File: src/rtl/fetch_pc_unit.sv
// Fetch stage: owns the PC, issues instruction-memory reads and fills IF/ID.
// Optional macro MISALIGN_TRAP_EN: misaligned redirect targets halt and raise Misalign.
module fetch_pc_unit #(
    parameter int                PC_W     = 9,
    parameter logic [PC_W-1:0]   RESET_PC = '0,
    parameter logic [31:0]       NOP_INST = 32'h0000_0013
) (
    input  logic             clk,
    input  logic             reset,
    input  logic             Stall,
    input  logic             PcSel,
    input  logic [31:0]      BrPC,
    input  logic             Halt,
    input  logic             Resume,
    input  logic             Imem_Rdy,
    input  logic [31:0]      Imem_Data,
    output logic             Imem_Req,
    output logic [PC_W-1:0]  Imem_Addr,
    output logic [PC_W-1:0]  IfId_PC,
    output logic [31:0]      IfId_Inst,
    output logic             IfId_Valid,
    output logic             Flush,
    output logic             Halted
`ifdef MISALIGN_TRAP_EN
    ,output logic            Misalign
`endif
);

    typedef enum logic [1:0] {FETCH, WAIT_MEM, HALTED} state_t;

    state_t          state;
    logic [PC_W-1:0] pc;
    logic            bad_target;
    logic            resume_ok;
    logic            unused_brpc;

    function automatic logic [PC_W-1:0] pc_inc4(input logic [PC_W-1:0] p);
        return p + PC_W'(4);
    endfunction

    function automatic logic [PC_W-1:0] align_target(input logic [31:0] t);
        return {t[PC_W-1:2], 2'b00};
    endfunction

`ifdef MISALIGN_TRAP_EN
    assign bad_target = (BrPC[1:0] != 2'b00);
    assign resume_ok  = Resume && !Misalign;
`else
    assign bad_target = 1'b0;
    assign resume_ok  = Resume;
`endif

    assign unused_brpc = ^{BrPC[31:PC_W], BrPC[1:0]};

    assign Imem_Addr = pc;
    assign Imem_Req  = reset && (state != HALTED) && !Stall;

    always_ff @(posedge clk or negedge reset) begin
        if (!reset) begin
            state      <= FETCH;
            pc         <= RESET_PC;
            IfId_PC    <= '0;
            IfId_Inst  <= NOP_INST;
            IfId_Valid <= 1'b0;
            Flush      <= 1'b0;
            Halted     <= 1'b0;
        end else begin
            Flush <= 1'b0;
            if (state == HALTED) begin
                if (resume_ok) begin
                    state  <= FETCH;
                    pc     <= pc_inc4(pc);
                    Halted <= 1'b0;
                end
            end else if (PcSel && (Halt || bad_target)) begin
                // Halt request or trapped target: PC stays on the halting instruction's slot
                state      <= HALTED;
                Halted     <= 1'b1;
                IfId_Valid <= 1'b0;
                IfId_Inst  <= NOP_INST;
                Flush      <= 1'b1;
            end else if (PcSel) begin
                // Redirect wins over stall and drops any same-cycle memory response
                pc         <= align_target(BrPC);
                state      <= FETCH;
                IfId_Valid <= 1'b0;
                IfId_Inst  <= NOP_INST;
                Flush      <= 1'b1;
            end else if (Stall) begin
                state <= state;
            end else if (Imem_Rdy) begin
                IfId_Inst  <= Imem_Data;
                IfId_PC    <= pc;
                IfId_Valid <= 1'b1;
                pc         <= pc_inc4(pc);
                state      <= FETCH;
            end else begin
                state      <= WAIT_MEM;
                IfId_Valid <= 1'b0;
                IfId_Inst  <= NOP_INST;
            end
        end
    end

`ifdef MISALIGN_TRAP_EN
    always_ff @(posedge clk or negedge reset) begin
        if (!reset)
            Misalign <= 1'b0;
        else if ((state != HALTED) && PcSel && !Halt && bad_target)
            Misalign <= 1'b1;
    end
`endif

endmodule

File: config.mk
export PLATFORM = sky130hd
export DESIGN_NAME = fetch_pc_unit
export DESIGN_NICKNAME = d
export VERILOG_FILES = /design/src/rtl/fetch_pc_unit.sv
export SDC_FILE = /design/constraint.sdc
export NUM_CORES = 1
export LEC_CHECK = 0
export CORE_UTILIZATION = 39
export CTS_BUF_LIST = sky130_fd_sc_hd__clkbuf_4 sky130_fd_sc_hd__clkbuf_8
export DETAILED_ROUTE_END_ITERATION = 12
export PLACE_DENSITY_LB_ADDON = 0.05
export SLEW_MARGIN = 20
export SYNTH_ARGS = -nofsm -noshare
export SYNTH_HDL_FRONTEND = slang
export SYNTH_SLANG_ARGS = --single-unit
File: constraint.sdc
create_clock -name clk -period 1.8 [get_ports clk]
set_input_delay 0.27 -clock clk [delete_from_list [all_inputs] [get_ports clk]]
set_output_delay 0.27 -clock clk [all_outputs]
set_load 0.01 [all_outputs]
==> results of run 1 <==
routing by layer:
metal | track usage [%] | share of wire (%)
met4 | 6.17 | 1.4
met1 | 24.0 | 46
met2 | 28.1 | 46
met3 | 4.50 | 6.7
met5 | 0 | 0
layout make-up:
cell class | instances | area (sq um) | share of cell area [%]
inverters | 5 | 18.8 | 0.565
well taps | 70 | 87.6 | 2.64
flip-flops and latches | 51 | 1280 | 38.5
clock inverters | 2 | 17.5 | 0.527
clock buffers | 6 | 76.3 | 2.30
multi-input cells | 103 | 749 | 22.6
repair buffers | 111 | 1090 | 32.9
placed cells by master, fill, tap and decap left out, types with 2 or more instances in the layout:
cell and n:
clkdlybuf4s50_1 93, dfrtp_1 48, a22o_1 29, buf_4 14, o21ai_0 9, nand2_1 8
mux2_2 7, a21oi_1 6, clkbuf_8 5, inv_1 4, conb_1 4, dfstp_2 3
and3_1 3, nand3_1 3, o22ai_1 3, nor2_1 3, o22a_1 3, o21ai_2 2
nor2b_1 2, a32o_1 2, o31ai_1 2, mux2i_1 2, clkinv_4 2, buf_12 2
kinds of logic (layout without fill, tap and decap cells):
| group | after synthesis | in the layout | share of synthesized area [%] |
|---|---|---|---|
| AOI/OAI and AO/OA | 62 | 62 | 22.1 |
| buffers and inverters | 18 | 124 | 5.07 |
| other | 1 | 4 | 0.177 |
| and+or+nand+nor | 27 | 27 | 7.08 |
| adders and majority gates | 1 | 1 | 0.590 |
| DFF | 51 | 51 | 60.3 |
| muxes | 9 | 9 | 4.66 |
power by group:
| group | internal [uW] | switching [uW] |
|---|---|---|
| registers | 1360 | 186 |
| clock network | 295 | 385 |
| logic | 677 | 444 |
per-stage QoR:
| step | setup WS [ns] | instances | TNS [ns] | area [sq um] |
|---|---|---|---|---|
| 2_1_floorplan | 0.413 | 172 | 0 | 2130 |
| 3_3_place_gp | -0.0216 | 339 | -0.0216 | 3220 |
| 3_5_place_dp | -0.0604 | 339 | -0.0622 | 3220 |
| 4_1_cts | 0.00284 | 348 | 0 | 3320 |
| 5_1_grt | 0.0754 | 348 | 0 | 3320 |
| 6_report | 0.113 | 348 | 0 | 3320 |
repair_timing:
item | 4_1_cts | 5_1_grt
setup endpoints to repair | 1 | 1
gates resized for setup | 0 | 1
buffers inserted | 1 | 0
final timing paths:
check / cells past startpoint / slack (ns) / start / to
max in group asynchronous: 2 / 1.28 / reset / Halted
worst max-delay path: 1 / 0.11 / Imem_Addr[5] / Imem_Addr[5]
worst min register to register: 2 / 0.49 / IfId_Inst[9] / IfId_Inst[9]
worst min-delay path: 2 / 0.09 / reset / IfId_PC[8]
min in group clk: 2 / 0.49 / IfId_Inst[9] / IfId_Inst[9]
worst max register to register: 5 / 0.17 / state[0] / Imem_Addr[5]
flip-flops by register name (all words and copies together), names as in the netlist:
signal / cells
Imem_Addr: 7
state: 2
IfId_Valid: 1
IfId_PC: 7
Halted: 1
IfId_Inst: 32
Flush: 1
==> flow_summary.yaml, run 1 <==
logic_synthesis:
  synthCells: 169
  synth_enable_flop_cells: 0
  ys_types: 39
  async_flop_share_pct: 100
  synth-seq-area-share_pct: 60.3
  yosys_register_bits: 51
  synth_ff_type: "dfrtp_1"
  ys_warn_count: 0
  syn_avg_cell_area_sq_um: 12.6
  synth.top_cell.area_share_pct: 56.6
  synth_most_common_cell: "dfrtp_1"
  synth_area_leaders: "dfrtp_1 57%, a22o_1 12%, dfstp_2 3.7%, mux2_2 3.7%, o21ai_0 2.1%"
  netlist_area_sq_um: 2120
  synth_largest_area_cell: "dfrtp_1"
  synth_common_cells: "48 x dfrtp_1, 29 x a22o_1, 9 x o21ai_0"
clock_tree:
  clk_path_buf_depth: 2
  root_buffer: "clkbuf_8"
  cts_sinks: 51
  cts_tree: "done"
  cts.clk_slew.worst_paths_ns: 0.10
  cts_buffers: 5
  htree_num_levels: 2
  insertion_delay_ns: 0.31
  cts_hold_buf: 0
grt:
  grt_pass1_vias: 1577
  grt_pass1_wl_um: 7530
  grt_antenna_before_repair: 0
  grt_overflow_total: 0
  grt_max_degree: 52
  grt_usage_pct: 17.8
worst_setup_path:
  slowest_stage: "clkdlybuf4s50_1"
  worstPathRequired_ns: 1.53
  path_cells: "clkdlybuf4s50_1"
  worstSetupEndpointType: "output pin"
  crit_family: "buffers and inverters"
  crit_buf_inv: 1
  critPathKind: "reg2out"
  start_kind: "flip-flop"
  arrival_ns: 1.42
  cp_max_fo: 8
  cp_slowest_stage_delay_ns: 0.60
place:
  place_hpwl_um: 3640
  io_buffer_count: 95
  routabilityCongestion: 0.854
floorplanning:
  ioPinCount: 125
  coreArea_sq_um: 5170
  start_util_pct: 41.0
  dieArea_sq_um: 5740
  chipHeight_um: 75.8
  row_count: 26
  die_w_um: 75.8
finish:
  n_fill_cell: 432
  antennaDiodeCount: 0
  nNetsFinal: 349
  syn2layout_area_growth_pct: 56.6
  drive_above_1_share_pct: 14.7
  final_core_util_pct: 64.2
route:
  ant_nets: 0
  wl_um: 5160
  drt-initial-drc-count: 102
  drc_errors: 0
  wire_per_inst_um: 14.8
  firstDrtPassIters: 4
  routed_via_density: 5.09
  num_vias: 1771
sta:
  fin_crit_sh_pct: 93.7
  finalCriticalPeriod_ns: 1.69
  worst_pin_slew_ns: 0.643
  rsz0062_at_grt: "false"
  whs_ns: 0.0939
  slew_viol_final: 0
  final-setup-viol-count: 0
  slew_headroom_pct: 57.1
  fmax_mhz: 593
  fin_skew_ns: 0.0136
  hold_viol: 0
job:
  maxCapViolations: 0
power:
  p_total_uw: 3340
  vdd_drop_max_mv: 0.679
  powerDensity_nw_per_um2: 1010
  leakagePower_uw: 0.00147
outcome:
  status: "completed"
worst_hold_path:
  hp-class: "in2async"
Note: power is estimated with default switching activity, not from simulation.
==> run 2, diff against run 1 <==
CORE_ASPECT_RATIO = 1.75   (was unset)
==> run 2 against run 1 <==
Compared with the run above: the run now ends with design-rule violations left; clock power increased by 6.6%; cell area is 0.38% lower; cell count fell by 4.3%; hold slack improved by 0.0073 ns; global-route usage grew 1.9 points; non-clock buffer count stayed put; total power up 1.5%; first-iteration DRC count is 25% lower; critical path type unchanged; critical endpoint is now Imem_Req.
==> flow_summary.yaml, run 2 (synthesis results as in run 1) <==
outcome:
  status: "complete, but fails checks"
  violations: "design-rule violations"
job:
  maxCapViolations: 0
floorplanning:
  chipHeight_um: 99.6
  coreArea_sq_um: 5260
  die_w_um: 57.8
  start_util_pct: 40.4
  ioPinCount: 125
  row_count: 35
  dieArea_sq_um: 5750
clock_tree:
  insertion_delay_ns: 0.30
  htree_num_levels: 2
  root_buffer: "clkbuf_8"
  post_cts_buffers: 0
  cts_hold_buf: 0
  ctsResizeCount: 1
  cts.clk_slew.worst_paths_ns: 0.09
  clk_path_buf_depth: 2
  cts_buffers: 5
  cts_sinks: 51
  cts_tree: "done"
sta:
  hold_viol: 0
  slew_headroom_pct: 53.7
  rsz0062_at_grt: "false"
  final-setup-viol-count: 0
  fin_skew_ns: 0.00460
  fin_crit_sh_pct: 92.0
  finalCriticalPeriod_ns: 1.66
  fmax_mhz: 604
  slew_viol_final: 0
  worst_pin_slew_ns: 0.688
  setup-tns-final_ns: 0
grt:
  grt_pass1_vias: 1674
  grt_antenna_before_repair: 0
  grt_usage_pct: 19.7
  grt_pass1_wl_um: 8440
  grt_overflow_total: 0
  grt_max_degree: 52
worst_setup_path:
  crit_family: "flip-flops"
  crit_buf_inv: 1
  worstPathRequired_ns: 1.53
  reg2reg_from: "state[0]"
  start_kind: "flip-flop"
  r2r_setup_slack_ns: 0.16
  regToRegEndpoint: "Imem_Addr[8]"
  cp_max_fo: 6
  cp_slowest_stage_delay_ns: 0.43
  ff2ff_path_depth: 4
  slowest_stage: "dfrtp_1"
  arrival_ns: 1.39
  path_cells: "nand2b_2 > and3_1 > dlygate4sd2_1"
  critPathKind: "reg2out"
  worstSetupEndpointType: "output pin"
place:
  routabilityCongestion: 0.708
  placed_area_sq_um: 3210
  io_buffer_count: 95
  place_hpwl_um: 3930
  dpl.cell_count: 325
finish:
  multi_input_area_sq_um: 749
  antennaDiodeCount: 0
  layout_commonest_cell: "clkdlybuf4s50_1"
  register_area_sq_um: 1280
  layout_common_cells: "93 x clkdlybuf4s50_1, 48 x dfrtp_1, 29 x a22o_1, 14 x buf_4, 9 x o21ai_0"
  top_register: "IfId_Inst"
  fin_area_sq_um: 3310
  fin_cells: 333
  n_fill_cell: 447
  largest_reg_flops: 32
  syn2layout_area_growth_pct: 56.0
  nNetsFinal: 349
  drive_above_1_share_pct: 14.7
route:
  topRoutingLayerUsed: "met4"
  wire_per_inst_um: 16.2
  drc_errors: 8
  wl_um: 5400
  drt-initial-drc-count: 76
  num_vias: 1739
  routed_via_density: 5.22
  met1Wirelength_um: 2090
  firstDrtPassIters: 8
  met3_length_um: 304
  ant_nets: 0
  dr_wl_met2_um: 2890
power:
  vdd_drop_max_mv: 0.665
  powerDensity_nw_per_um2: 1020
  leakagePower_uw: 0.00146
worst_hold_path:
  hp-class: "in2async"
==> run 2: cell count changes in the layout (fill, tap and decap cells not counted) <==
cell | previous run | this run
dlymetal6s2s_1 | 1 | 0
clkbuf_4 | 1 | 0
dlygate4sd2_1 | 0 | 1
clkbuf_8 | 5 | 7
clkinv_4 | 2 | 0
clkinvlp_4 | 0 | 1
==> run 2: cell type report <==
type / instances / area share, %
clock buffer: 7 / 2.91
clock inverter: 1 / 0.227
inverter: 5 / 0.567
multi-input combinational: 103 / 22.6
sequential: 51 / 38.7
tap: 55 / 2.08
timing repair buffer: 111 / 32.9
==> run 2: how the worst max path moves through the flow <==
stage               startpoint            to  slack [ns]  cells after the start
finish                state[0]      Imem_Req        0.14                      3
global route          state[1]  Imem_Addr[8]        0.07                      4
CTS                   state[0]      Imem_Req        0.12                      3
detailed placement       PcSel  Imem_Addr[8]       -0.13                      5
global placement         PcSel  Imem_Addr[8]       -0.07                      5
floorplan             state[0]    IfId_PC[2]        0.41                      4
==> run 2: metal layers <==
metal,GRT usage (%),vias to the layer above
met3,4.55,11
met2,35.2,60
met1,22.1,831
met5,0,-
met4,7.88,0
li1,-,837
==> run 2: stage by stage <==
stage / hold WS, ns / utilization, % / setup WS (ns) / total power (uW)
finish: 0.101 / 63.0 / 0.144 / 3390
floorplan: -0.0256 / - / 0.413 / 2000
global placement: 0.462 / 61.0 / -0.0737 / 2690
global route: 0.145 / 63.0 / 0.0665 / 3590
CTS: 0.125 / 63.0 / 0.123 / 3450
detailed placement: 0.466 / 61.0 / -0.130 / 2700
==> run 2: power breakdown <==
group	switching [uW]	internal, uW	total (uW)
Clock	375	350	725
Combinational	449	674	1120
Sequential	189	1360	1540
Total	1010	2380	3390
==> run 3, diff against run 2 <==
CTS_CLUSTER_DIAMETER = 200   (was unset)
SKIP_CTS_REPAIR_TIMING = 1   (was unset)
SLEW_MARGIN = unset   (was 20)
==> run 3 against run 2 <==
Compared with the run above: the flow still finishes with violations (design-rule violations); global-route usage unchanged; hold slack is essentially flat; sequential share of layout area is 0.13 points lower; sequential power is essentially flat; clock power about the same; clock skew about the same; cell area up 0.34%; critical path type is now reg2reg; largest power group unchanged; highest routed layer unchanged.
==> flow_summary.yaml, run 3 (synthesis results as in run 1) <==
clock_tree:
  cts_tree: "done"
  cts_buffers: 5
  insertion_delay_ns: 0.30
  clk_path_buf_depth: 2
  cts_sinks: 51
  cts.clk_slew.worst_paths_ns: 0.09
  root_buffer: "clkbuf_8"
  htree_num_levels: 2
worst_setup_path:
  regToRegEndpoint: "Imem_Addr[8]"
  worstSetupEndpointType: "flip-flop"
  reg2reg_from: "state[0]"
  arrival_ns: 1.91
  critPathKind: "reg2reg"
  r2r_setup_slack_ns: 0.07
  worstPathRequired_ns: 1.98
  ff2ff_path_depth: 5
  crit_buf_inv: 1
  slowest_stage: "o31ai_1"
  cp_max_fo: 8
  cp_slowest_stage_delay_ns: 0.62
  path_cells: "buf_4 > and2b_4 > o31ai_1 > a21oi_1 > a2bb2oi_1"
  start_kind: "flip-flop"
  crit_family: "compound AO/OA/AOI/OAI gates"
job:
  maxCapViolations: 0
finish:
  layout_commonest_cell: "clkdlybuf4s50_1"
  top_register: "IfId_Inst"
  fin_cells: 334
  nNetsFinal: 350
  fin_area_sq_um: 3320
  syn2layout_area_growth_pct: 56.5
  layout_common_cells: "93 x clkdlybuf4s50_1, 48 x dfrtp_1, 29 x a22o_1, 15 x buf_4, 9 x o21ai_0"
  largest_reg_flops: 32
  antennaDiodeCount: 0
  drive_above_1_share_pct: 15.1
  n_fill_cell: 447
grt:
  grt_pass1_vias: 1674
  grt_antenna_before_repair: 0
  grt_pass1_wl_um: 8440
  grt_max_degree: 52
  grt_overflow_total: 0
  grt_usage_pct: 19.7
worst_hold_path:
  hp-class: "in2async"
route:
  ant_nets: 0
  wire_per_inst_um: 16.2
  num_vias: 1746
  routed_via_density: 5.23
  wl_um: 5420
  drt-initial-drc-count: 90
  drc_errors: 8
  firstDrtPassIters: 8
floorplanning:
  chipHeight_um: 99.6
  row_count: 35
  ioPinCount: 125
  coreArea_sq_um: 5260
  dieArea_sq_um: 5750
  die_w_um: 57.8
  start_util_pct: 40.4
sta:
  slew_viol_final: 0
  hold_viol: 0
  fin_skew_ns: 0.00442
  worst_pin_slew_ns: 0.689
  fmax_mhz: 579
  slew_headroom_pct: 53.7
  final-setup-viol-count: 0
  finalCriticalPeriod_ns: 1.73
  fin_crit_sh_pct: 95.9
place:
  placed_area_sq_um: 3210
  io_buffer_count: 95
  dpl.cell_count: 325
  routabilityCongestion: 0.708
  place_hpwl_um: 3930
power:
  vdd_drop_max_mv: 0.664
  leakagePower_uw: 0.00147
  powerDensity_nw_per_um2: 1020
outcome:
  status: "complete, but fails checks"
  violations: "design-rule violations"
run 3: power by group:
part	internal (uW)	leakage, uW	total, uW	switching [uW]
sequential	1360	0.000651	1550	190
clock	350	0.0000505	725	375
combinational	677	0.000773	1130	450
total	2380	0.00147	3400	1020
run 3: layout make-up:
type,count,area [sq um],area share [%]
clock buffers,7,96.3,2.90
flip-flops and latches,51,1280,38.5
clock inverters,1,7.51,0.226
multi-input cells,103,749,22.6
repair buffers,112,1100,33.1
inverters,5,18.8,0.565
well taps,55,68.8,2.07
run 3: how the worst max path moves through the flow:
stage	start	to	slack [ns]	cells past startpoint
6_report	state[0]	Imem_Addr[8]	0.07	5
5_1_grt	state[0]	Imem_Addr[8]	-0.01	5
4_1_cts	state[0]	Imem_Req	-0.08	3
3_5_place_dp	PcSel	Imem_Addr[8]	-0.13	5
3_3_place_gp	PcSel	Imem_Addr[8]	-0.07	5
2_1_floorplan	state[0]	IfId_PC[2]	0.41	4
run 3: worst register-to-register path, delay by kind of cell, from the launching register on:
kind,cells,cell delay [ns]
DFF,1,0.41
AOI/OAI and AO/OA,3,0.87
buffers and inverters,1,0.14
and+or+nand+nor,1,0.21
run 3: layer usage:
layer | global-route usage (%) | wire (um) | part of all wire, %
met5 | 0 | 0 | 0
met3 | 4.55 | 304 | 5.6
met1 | 22.1 | 2100 | 39
met4 | 7.88 | 121 | 2.2
met2 | 35.2 | 2900 | 53
run 3: metrics by stage:
stage	hold slack, ns	utilization [%]	power [uW]	setup TNS [ns]	worst slack [ns]
after CTS	0.125	63.0	3450	-0.0840	-0.0840
after detailed placement	0.466	61.0	2700	-0.428	-0.130
after floorplan	-0.0256	-	2000	0	0.413
after global placement	0.462	61.0	2690	-0.174	-0.0737
after global routing	0.145	63.2	3600	-0.00976	-0.00976
final	0.101	63.2	3400	0	0.0733
==> edit (config.mk and constraints of run 3) <==
The parameter `PC_W` goes from 9 to 7.
--- a/src/rtl/fetch_pc_unit.sv
+++ b/src/rtl/fetch_pc_unit.sv
@@ -3,3 +3,3 @@
 module fetch_pc_unit #(
-    parameter int                PC_W     = 9,
+    parameter int                PC_W     = 7,
     parameter logic [PC_W-1:0]   RESET_PC = '0,
Ports: changed (resized IfId_PC and Imem_Addr); port bits go from 125 to 121. The function was not compared with the original's and may differ.
==> edit against run 3 <==
Worst hold slack got worse by 0.033 ns; area after synthesis fell by 8.6%; sequential cell count fell by 4; power fell by 7.9%; routed wire length fell by 5.8%; cell area fell by 7.2%; critical path depth fell by 4; critical endpoint is now Imem_Addr[4]; worst setup slack improved by 0.055 ns.
==> edit: results (changes against run 3) <==
status finished clean (was complete, but fails checks); Routed WL 5110 um (was 5420 um); H-tree lvl count 2 (unchanged); Final GP Congestion 0.778 (was 0.708); FF-to-FF Start state[0]$_DFFE_PN0P_ (unchanged); DR WL met3 250 um (was 304 um); clock slew seen by the registers of the worst setup and hold paths 0.09 ns (about the same); number of global-route vias before repair 1,623 (was 1,674); top cells by area, synth dfrtp_1, a22o_1, dfstp_2 (unchanged); clk_skew 0.0105 ns (was 0.00442 ns); drt first pass iters 4 (was 8); Yosys top cell by area dfrtp_1 (unchanged); # nets final 319 (was 350); DRT iter0 DRCs 36 (was 90); Antenna Diode Count 0 (unchanged); vias per inst 5.31 (was 5.23); Worst Setup SP Imem_Addr[4]$_DFFE_PN0P_ (was state[0]$_DFFE_PN0P_); Synth async-reset ratio 100% (unchanged); share of cells above drive strength 1 15.3% (was 15.1%); met3 global-route usage 5.02% (was 4.55%); cts bufs inserted 5 (unchanged); sequential area share after synthesis 60.8% (was 60.3%); Warnings, synthesis 0 (unchanged); Reg with most FFs IfId_Inst (unchanged); first-pass GRT wire length 7900 um (was 8440 um); largest net degree at the start of global routing 48 (was 52); Root Driver clkbuf_8 (unchanged); Worst VDD drop 0.972 mV (was 0.664 mV); crit path DAT 1.40 ns (was 1.91 ns); delay-heaviest family, CP buffers and inverters (was compound AO/OA/AOI/OAI gates); routed wl met2 2870 um (was 2900 um); max reg flops 32 (unchanged); Total GRT Usage 19.4% (was 19.7%); DP HPWL 3740 um (was 3930 um); met1 Use GR 21.4% (was 22.1%); met2 usage 36.0% (was 35.2%); # fillers 418 (was 447); top cells by count, synth dfrtp_1, a22o_1, nand2_1 (was dfrtp_1, a22o_1, o21ai_0); CP max-delay cell clkdlybuf4s50_1 (was o31ai_1); distinct cell type count after synthesis 37 (was 39); I/O Buffers 89 (was 95); Slew @ Worst Pin 0.606 ns (was 0.689 ns); Crit path largest cell delay 0.60 ns (was 0.62 ns); Leak 0.00137 uW (was 0.00147 uW); wl on met1 1940 um (was 2100 um)
-- edit: changes by cell type after synthesis, sizes merged, moves of 3 or more --
cell    change
dfrtp       -4
o21ai       -8
a21boi      +3
a21oi       -5
buf         -4
-- edit: power by group --
part	internal [uW]	switching, uW
Sequential	1230	156
Combinational	572	388
Clock	419	370
Total	2220	914
-- edit: path summary, 6_finish.rpt --
kind,cells past startpoint,to,slack [ns]
max in group asynchronous,2,state[1]$_DFFE_PN0P_,1.26
hold / removal,2,IfId_Inst[3]$_DFFE_PN0P_,0.07
hold reg to reg,2,IfId_Inst[5]$_DFFE_PN0P_,0.49
setup reg to reg,6,Imem_Addr[3]$_DFFE_PN0P_,0.34
min in group clk,2,IfId_Inst[5]$_DFFE_PN0P_,0.49
setup / recovery,1,Imem_Addr[4],0.13
-- edit: area by class of cell --
type / instances / share of cell area, %
multi-input combinational: 88 / 22.8
tap: 52 / 2.11
timing repair buffer: 101 / 32.5
clock inverter: 3 / 1.50
clock buffer: 5 / 2.23
sequential: 47 / 38.3
inverter: 4 / 0.487
-- edit: logic make-up (layout without fill, tap and decap cells) --
group,count (synthesis),count (layout),synth area share [%]
AOI/OAI and AO/OA,47,47,20.6
muxes,9,9,4.97
and+or+nand+nor,27,27,8.71
other,1,4,0.193
buffers and inverters,15,113,4.06
adders and majority gates,1,1,0.645
DFF,47,47,60.8
-- edit: metrics by stage --
| step | util (%) | area, sq um | worst slack, ns | cells |
|---|---|---|---|---|
| floorplan | - | 1950 | 0.404 | 150 |
| detailed placement | 62.1 | 2950 | -0.0830 | 291 |
| finish | 65.0 | 3080 | 0.128 | 300 |
| global route | 65.0 | 3080 | 0.0699 | 300 |
| global placement | 62.1 | 2950 | -0.0569 | 291 |
| CTS | 64.5 | 3060 | -0.142 | 299 |
